==> src/rtl/ex_stage_mc.sv <==
// Execute stage: single-cycle ALU plus iterative radix-2 mul/div, EX pipeline register.
// Ports: clk/reset/stall/flush control, id_* inputs, ex_* registered outputs, fwd_* forwarding, ex_busy.
module ex_stage_mc #(
  parameter int DATA_W  = 32,
  parameter int ADDR_W  = 30,
  parameter int REG_AW  = 5,
  parameter int MEMOP_W = 2,
  parameter int EXP_W   = 3,
  parameter int EXP_OVF = 3
) (
  input  logic               clk,
  input  logic               reset,
  input  logic               stall,
  input  logic               flush,
  output logic               ex_busy,
  output logic [DATA_W-1:0]  fwd_data,
  output logic               fwd_valid,
  input  logic [ADDR_W-1:0]  id_pc,
  input  logic               id_en,
  input  logic [3:0]         id_alu_op,
  input  logic [DATA_W-1:0]  id_alu_in_0,
  input  logic [DATA_W-1:0]  id_alu_in_1,
  input  logic [MEMOP_W-1:0] id_mem_op,
  input  logic [DATA_W-1:0]  id_mem_wr_data,
  input  logic [REG_AW-1:0]  id_dst_addr,
  input  logic               id_gpr_we_,
  input  logic [EXP_W-1:0]   id_exp_code,
  output logic [ADDR_W-1:0]  ex_pc,
  output logic               ex_en,
  output logic [MEMOP_W-1:0] ex_mem_op,
  output logic [DATA_W-1:0]  ex_mem_wr_data,
  output logic [REG_AW-1:0]  ex_dst_addr,
  output logic               ex_gpr_we_,
  output logic [EXP_W-1:0]   ex_exp_code,
  output logic [DATA_W-1:0]  ex_out
);

  localparam int SH_W  = $clog2(DATA_W);
  localparam int CNT_W = $clog2(DATA_W + 1);

  localparam logic [3:0] OP_ADD   = 4'd1;
  localparam logic [3:0] OP_SUB   = 4'd2;
  localparam logic [3:0] OP_AND   = 4'd3;
  localparam logic [3:0] OP_OR    = 4'd4;
  localparam logic [3:0] OP_XOR   = 4'd5;
  localparam logic [3:0] OP_SLL   = 4'd6;
  localparam logic [3:0] OP_SRL   = 4'd7;
  localparam logic [3:0] OP_SRA   = 4'd8;
  localparam logic [3:0] OP_MUL   = 4'd9;
  localparam logic [3:0] OP_MULHU = 4'd10;
  localparam logic [3:0] OP_DIVU  = 4'd11;
  localparam logic [3:0] OP_REMU  = 4'd12;

  typedef enum logic [1:0] {S_IDLE, S_RUN, S_DONE} state_t;

  logic [DATA_W-1:0] a, b;
  assign a = id_alu_in_0;
  assign b = id_alu_in_1;

  // ---------------- single-cycle ALU ----------------
  logic [DATA_W-1:0] alu_res, sum, diff;
  logic [SH_W-1:0]   shamt;
  logic              ovf, single_op, mdu_op;

  assign sum   = a + b;
  assign diff  = a - b;
  assign shamt = b[SH_W-1:0];

  assign single_op = (id_alu_op >= OP_ADD) && (id_alu_op <= OP_SRA);
  assign mdu_op    = (id_alu_op >= OP_MUL) && (id_alu_op <= OP_REMU);

  always_comb begin
    alu_res = '0;
    ovf     = 1'b0;
    case (id_alu_op)
      OP_ADD: begin
        alu_res = sum;
        ovf = (a[DATA_W-1] == b[DATA_W-1]) &&
              (sum[DATA_W-1] != a[DATA_W-1]);
      end
      OP_SUB: begin
        alu_res = diff;
        ovf = (a[DATA_W-1] != b[DATA_W-1]) &&
              (diff[DATA_W-1] != a[DATA_W-1]);
      end
      OP_AND: alu_res = a & b;
      OP_OR:  alu_res = a | b;
      OP_XOR: alu_res = a ^ b;
      OP_SLL: alu_res = a << shamt;
      OP_SRL: alu_res = a >> shamt;
      OP_SRA: alu_res = $signed(a) >>> shamt;
      default: alu_res = '0;
    endcase
  end

  // ---------------- iterative mul/div ----------------
  // acc_q holds the high product / partial remainder,
  // lo_q the multiplier -> low product, or dividend -> quotient.
  state_t            state_q, state_d;
  logic [CNT_W-1:0]  cnt_q, cnt_d;
  logic [DATA_W-1:0] acc_q, acc_d;
  logic [DATA_W-1:0] lo_q, lo_d;
  logic [DATA_W-1:0] b_q, b_d;
  logic [3:0]        op_q, op_d;

  logic              start, id_div, run_div;
  logic [DATA_W:0]   msum;
  logic [DATA_W:0]   rs;
  logic              rs_lt_b;
  logic [DATA_W-1:0] mdu_res;

  assign start   = (state_q == S_IDLE) && id_en && mdu_op && !flush;
  assign id_div  = (id_alu_op == OP_DIVU) || (id_alu_op == OP_REMU);
  assign run_div = (op_q == OP_DIVU) || (op_q == OP_REMU);

  assign msum    = {1'b0, acc_q} +
                   (lo_q[0] ? {1'b0, b_q} : '0);
  assign rs      = {acc_q, lo_q[DATA_W-1]};
  assign rs_lt_b = rs < {1'b0, b_q};

  assign mdu_res = ((op_q == OP_MULHU) || (op_q == OP_REMU))
                   ? acc_q : lo_q;

  always_comb begin
    state_d = state_q;
    cnt_d   = cnt_q;
    acc_d   = acc_q;
    lo_d    = lo_q;
    b_d     = b_q;
    op_d    = op_q;
    case (state_q)
      S_IDLE: begin
        if (start) begin
          op_d  = id_alu_op;
          b_d   = b;
          lo_d  = a;
          acc_d = '0;
          cnt_d = CNT_W'(DATA_W);
          // x/0: quotient all ones, remainder = dividend
          if (id_div && (b == '0)) begin
            acc_d   = a;
            lo_d    = '1;
            state_d = S_DONE;
          end else begin
            state_d = S_RUN;
          end
        end
      end
      S_RUN: begin
        if (run_div) begin
          if (rs_lt_b) begin
            acc_d = rs[DATA_W-1:0];
            lo_d  = {lo_q[DATA_W-2:0], 1'b0};
          end else begin
            // difference < b, so the low DATA_W bits are exact
            acc_d = rs[DATA_W-1:0] - b_q;
            lo_d  = {lo_q[DATA_W-2:0], 1'b1};
          end
        end else begin
          acc_d = msum[DATA_W:1];
          lo_d  = {msum[0], lo_q[DATA_W-1:1]};
        end
        cnt_d = cnt_q - CNT_W'(1);
        if (cnt_q == CNT_W'(1)) state_d = S_DONE;
      end
      S_DONE: begin
        if (!stall) state_d = S_IDLE;
      end
      default: state_d = S_IDLE;
    endcase
    if (flush) state_d = S_IDLE;
  end

  assign ex_busy   = start || (state_q == S_RUN);
  assign fwd_valid = id_en && (single_op || (state_q == S_DONE));
  assign fwd_data  = (state_q == S_DONE) ? mdu_res : alu_res;

  // ---------------- EX pipeline register ----------------
  logic [ADDR_W-1:0]  pc_q, pc_d;
  logic               en_q, en_d;
  logic [MEMOP_W-1:0] mop_q, mop_d;
  logic [DATA_W-1:0]  wdat_q, wdat_d;
  logic [REG_AW-1:0]  dst_q, dst_d;
  logic               we_q, we_d;
  logic [EXP_W-1:0]   exp_q, exp_d;
  logic [DATA_W-1:0]  out_q, out_d;

  always_comb begin
    pc_d   = pc_q;
    en_d   = en_q;
    mop_d  = mop_q;
    wdat_d = wdat_q;
    dst_d  = dst_q;
    we_d   = we_q;
    exp_d  = exp_q;
    out_d  = out_q;
    if (flush || (!stall && (ex_busy || !id_en))) begin
      pc_d   = '0;
      en_d   = 1'b0;
      mop_d  = '0;
      wdat_d = '0;
      dst_d  = '0;
      we_d   = 1'b1;
      exp_d  = '0;
      out_d  = '0;
    end else if (!stall) begin
      pc_d   = id_pc;
      en_d   = 1'b1;
      mop_d  = id_mem_op;
      wdat_d = id_mem_wr_data;
      dst_d  = id_dst_addr;
      we_d   = id_gpr_we_;
      exp_d  = id_exp_code;
      out_d  = fwd_data;
      // an upstream exception takes precedence over overflow
      if ((id_exp_code == '0) && ovf) begin
        exp_d = EXP_W'(EXP_OVF);
        we_d  = 1'b1;
      end
    end
  end

  always_ff @(posedge clk) begin
    if (reset) begin
      state_q <= S_IDLE;
      cnt_q   <= '0;
      acc_q   <= '0;
      lo_q    <= '0;
      b_q     <= '0;
      op_q    <= '0;
      pc_q    <= '0;
      en_q    <= 1'b0;
      mop_q   <= '0;
      wdat_q  <= '0;
      dst_q   <= '0;
      we_q    <= 1'b1;
      exp_q   <= '0;
      out_q   <= '0;
    end else begin
      state_q <= state_d;
      cnt_q   <= cnt_d;
      acc_q   <= acc_d;
      lo_q    <= lo_d;
      b_q     <= b_d;
      op_q    <= op_d;
      pc_q    <= pc_d;
      en_q    <= en_d;
      mop_q   <= mop_d;
      wdat_q  <= wdat_d;
      dst_q   <= dst_d;
      we_q    <= we_d;
      exp_q   <= exp_d;
      out_q   <= out_d;
    end
  end

  assign ex_pc          = pc_q;
  assign ex_en          = en_q;
  assign ex_mem_op      = mop_q;
  assign ex_mem_wr_data = wdat_q;
  assign ex_dst_addr    = dst_q;
  assign ex_gpr_we_     = we_q;
  assign ex_exp_code    = exp_q;
  assign ex_out         = out_q;

endmodule

==> config.mk <==
export PLATFORM = sky130hd
export DESIGN_NAME = ex_stage_mc
export DESIGN_NICKNAME = d
export VERILOG_FILES = /design/src/rtl/ex_stage_mc.sv
export SDC_FILE = /design/constraint.sdc
export NUM_CORES = 1
export LEC_CHECK = 0
export ABC_AREA = 1
export CORE_MARGIN = 10
export CORE_UTILIZATION = 35
export CTS_BUF_LIST = sky130_fd_sc_hd__clkbuf_2
export DETAILED_ROUTE_END_ITERATION = 12
export PLACE_DENSITY = 0.63
export SYNTH_ARGS = -nofsm -noshare
export SYNTH_HDL_FRONTEND = slang
export SYNTH_SLANG_ARGS = --single-unit
export TNS_END_PERCENT = 1
==> constraint.sdc <==
create_clock -name clk -period 6.01 [get_ports clk]
set_clock_uncertainty 0.05 [all_clocks]
set_input_delay 1.202 -clock clk [delete_from_list [all_inputs] [get_ports clk]]
set_output_delay 1.202 -clock clk [all_outputs]
set_load 0.02 [all_outputs]
==> summary.txt, run 1 <==
Global route
  – First-pass GRT wire length: ~210,000 microns
  – Met3 usage: between 9 and 10%
  – Initial antenna violation count: 10
  – Largest net degree at the start of global routing: 78
  – Grt total ovfl: 0
  – Vias in the first global route: roughly 30,000
  – GRT Util Overall: around a third
  – Met1 Usage GRT: a little under half
  – Most used routing layer: met2
  – Met2 Use GR: between 40% and 50%

Clock tree
  – Clk slew on worst S/H paths: ~0.090 ns
  – Setup bufs post-CTS: 0
  – CTS Sinks: between 200 and 250
  – Clock root cell: clkbuf_2
  – # hold bufs at CTS: 0
  – Num CTS Buffers: 60
  – Clock buffer depth: 3
  – H-tree levels: 2
  – CTS tree: yes
  – Skew-Pair Late Insertion Delay: roughly 1.1 ns
  – Post_cts resized: 3

Floorplanning
  – Core area: between 0.06 and 0.07 sq mm
  – Die width: around 280 microns
  – Number of cell rows: 96
  – Total die area: between 0.08 and 0.09 sq mm
  – Die Y-Extent: around 280 microns
  – Starting Density: between 30% and 40%
  – IO Pins: between 200 and 300

Cells and area
  – Final Cell Area: roughly 0.031 sq mm
  – Syn-to-layout area delta: 26.3%
  – Layout cells sized above 1: between 10% and 20%
  – Commonest cells after routing, fill and taps aside: 1,315 x nand2_1, 519 x nand3_1, 486 x inv_1
  – Post-Layout Cell Count: roughly 5,800
  – NumNets Final: between 5,000 and 6,000
  – Commonest non-fill, non-tap cell in the layout: nand2_1

Placement
  – Dpl cell area: between 0.03 and 0.04 sq mm
  – PortBufs: approximately 290
  – Placer Congestion: 1.07
  – DP Cell Count: between 5,000 and 6,000
  – DP HPWL: roughly 120,000 microns
  – Place WS: -0.376 ns

Synth
  – Top_reg_cell synth: dfxtp_1
  – Post-synth cell types: 52
  – Cells after synthesis: 4,354
  – Seq/Total Area, Yosys: between 10% and 20%
  – Post-synthesis async set-or-reset flop share: 0%
  – Post-synth EDFFs: 0
  – FF+latch count, synth: approximately 210
  – Syn. warnings: 0
  – Mapped Area: 0.0244 sq mm
  – Average cell area after synthesis: approximately 5.6 sq um
  – Syn Nets: 4,679

Detailed routing
  – WL final: 145,000 microns
  – Antenna viol nets, final: 0
  – DR iter-0 viols: approximately 4,200
  – DRC errors left: 0
  – Detailed Routing Iterations Pass 1: 6
  – DR vias/cell: 5.67
  – Via count: around 33,000
  – Average wire per standard cell: ~25 microns

Power and ir drop
  – P per Cell Area: around 170 mW/mm^2
  – Worst vdd ir: 101 uV
  – LEAKAGE: approximately 0.016 uW

Timing
  – Final setup viols: 0
  – RSZ-0062 raised after global routing: true
  – Slew Limit Headroom: between 10% and 20%
  – Worst-Margin Slew: around 1.3 ns
  – Setup_tns: 0 ns
  – F_max: between 0.15 and 0.2 GHz
  – Minimum clock period: approximately 6 ns
  – Max-slew violations: 0
  – Setup WS post-layout: between 0.02 and 0.03 ns
  – Period Utilization, post-route: between 90 and 100%
  – Hold Vio Cnt, Final: 0

Flow run
  – MaxCap Viol Count: 0

Worst setup path
  – Worst EP arrival: 4.73 ns
  – CP startpoint kind: primary input
  – Crit path capture type: output pin
  – CP Data Required Time: ~4.8 ns
  – Crit path max fanout: 4
  – Critical path type: primary input to output pin

Min path
  – Worst min path class: register to register

Run status
  – Status: completed
power by group:
group          switching [uW]  internal (uW)
registers                50.7           1470
clock network             725            432
logic                    1610            803
total                    2390           2700
cells by family after synthesis:
logic type / after synthesis / synth area share [%]
AOI/OAI and AO/OA: 848 / 19.4
xor gates and xnor gates: 26 / 0.933
adders and majority gates: 179 / 9.30
buffers and inverters: 714 / 11.6
DFF: 214 / 17.5
and+or+nand+nor: 2373 / 41.3
area by class of cell:
type,instances,area (sq um)
inverter,510,1920
timing repair buffer,611,5490
sequential,214,4290
multi-input combinational,3426,17400
fill,7680,38000
clock inverter,27,151
tap,931,1160
clock buffer,82,410
antenna,6,15.0
sequential cells by signal, indices dropped and copies added, names as in the netlist, 2 cells and up:
register,flops
ex_mem_op,2
ex_pc,30
ex_out,32
b_q,32
acc_q,32
ex_exp_code,3
ex_mem_wr_data,32
ex_dst_addr,5
cnt_q,6
op_q,4
state_q,2
lo_q,32
routing by layer:
layer  up-vias  share of wire (%)
met5         -              0.049
li1      15400                  -
met1     15300                 43
met3       244                 12
met2      1979                 39
met4        10                4.9
per-stage QoR:
step                      hold slack [ns]  util (%)  power (uW)
final                               0.417      44.8        5090
after floorplan                     0.389         -        2790
after global routing                0.436      44.8        5330
after global placement              0.400      43.8        3870
after detailed placement            0.405      43.8        3860
after CTS                           0.419      44.7        5020
critical path, cell delays in order:
cell and delay, ns:
clkdlybuf4s50_1 0.69, buf_4 0.27, buf_4 0.23, nand2_1 0.17, nand3_1 0.14, nand2_1 0.07
o21ai_0 0.31, nor2_1 0.07, nor2_1 0.11, nand2_1 0.07, nand2_1 0.09, nor2_1 0.06
buf_4 0.16, nand3_1 0.08, buf_4 0.17, nand2_1 0.08, nand2_1 0.08, clkdlybuf4s50_1 0.64
synthesized netlist by cell type (5+ instances only):
cell type | n | area (sq um)
o21bai_1 | 55 | 413
nand2_2 | 8 | 50.1
nor3_1 | 32 | 160
dfxtp_1 | 214 | 4280
inv_2 | 21 | 78.8
nand3b_1 | 6 | 45.0
and2_1 | 11 | 68.8
nand4_1 | 95 | 594
o211ai_1 | 49 | 368
a21oi_1 | 351 | 1760
o22ai_1 | 27 | 169
nand2_1 | 1318 | 4950
inv_1 | 488 | 1830
xnor2_1 | 13 | 114
buf_2 | 69 | 345
o21ai_0 | 268 | 1340
a31oi_1 | 40 | 250
nand3_1 | 520 | 2600
o21ai_1 | 11 | 55.1
ha_1 | 175 | 2190
clkbuf_1 | 102 | 383
o21a_1 | 12 | 90.1
or2_2 | 7 | 43.8
o221ai_1 | 5 | 43.8
xor2_1 | 13 | 114
buf_1 | 19 | 71.3
nor4_1 | 9 | 56.3
buf_4 | 7 | 52.6
nor2_1 | 346 | 1300
nor2_2 | 8 | 50.1
nor2_4 | 5 | 56.3
a21o_1 | 8 | 60.1
final timing paths:
path                          startpoint  slack, ns  cells past startpoint                endpoint
setup / recovery         id_alu_in_0[18]       0.03                     18            fwd_data[29]
hold / removal    ex_pc[25]$_SDFFE_PP0N_       0.42                      2  ex_pc[25]$_SDFFE_PP0N_
setup reg to reg   acc_q[7]$_SDFFE_PP0P_       2.11                     12  acc_q[30]$_SDFFE_PP0P_
hold reg to reg   ex_pc[25]$_SDFFE_PP0N_       0.42                      2  ex_pc[25]$_SDFFE_PP0N_
Power figures use the tool's default switching activity.
==> run 2, diff against run 1 <==
- SLEW_MARGIN: unset -> 0
==> results of run 2 <==
The final DEF is identical to that of run 1; final timing and power are the same.
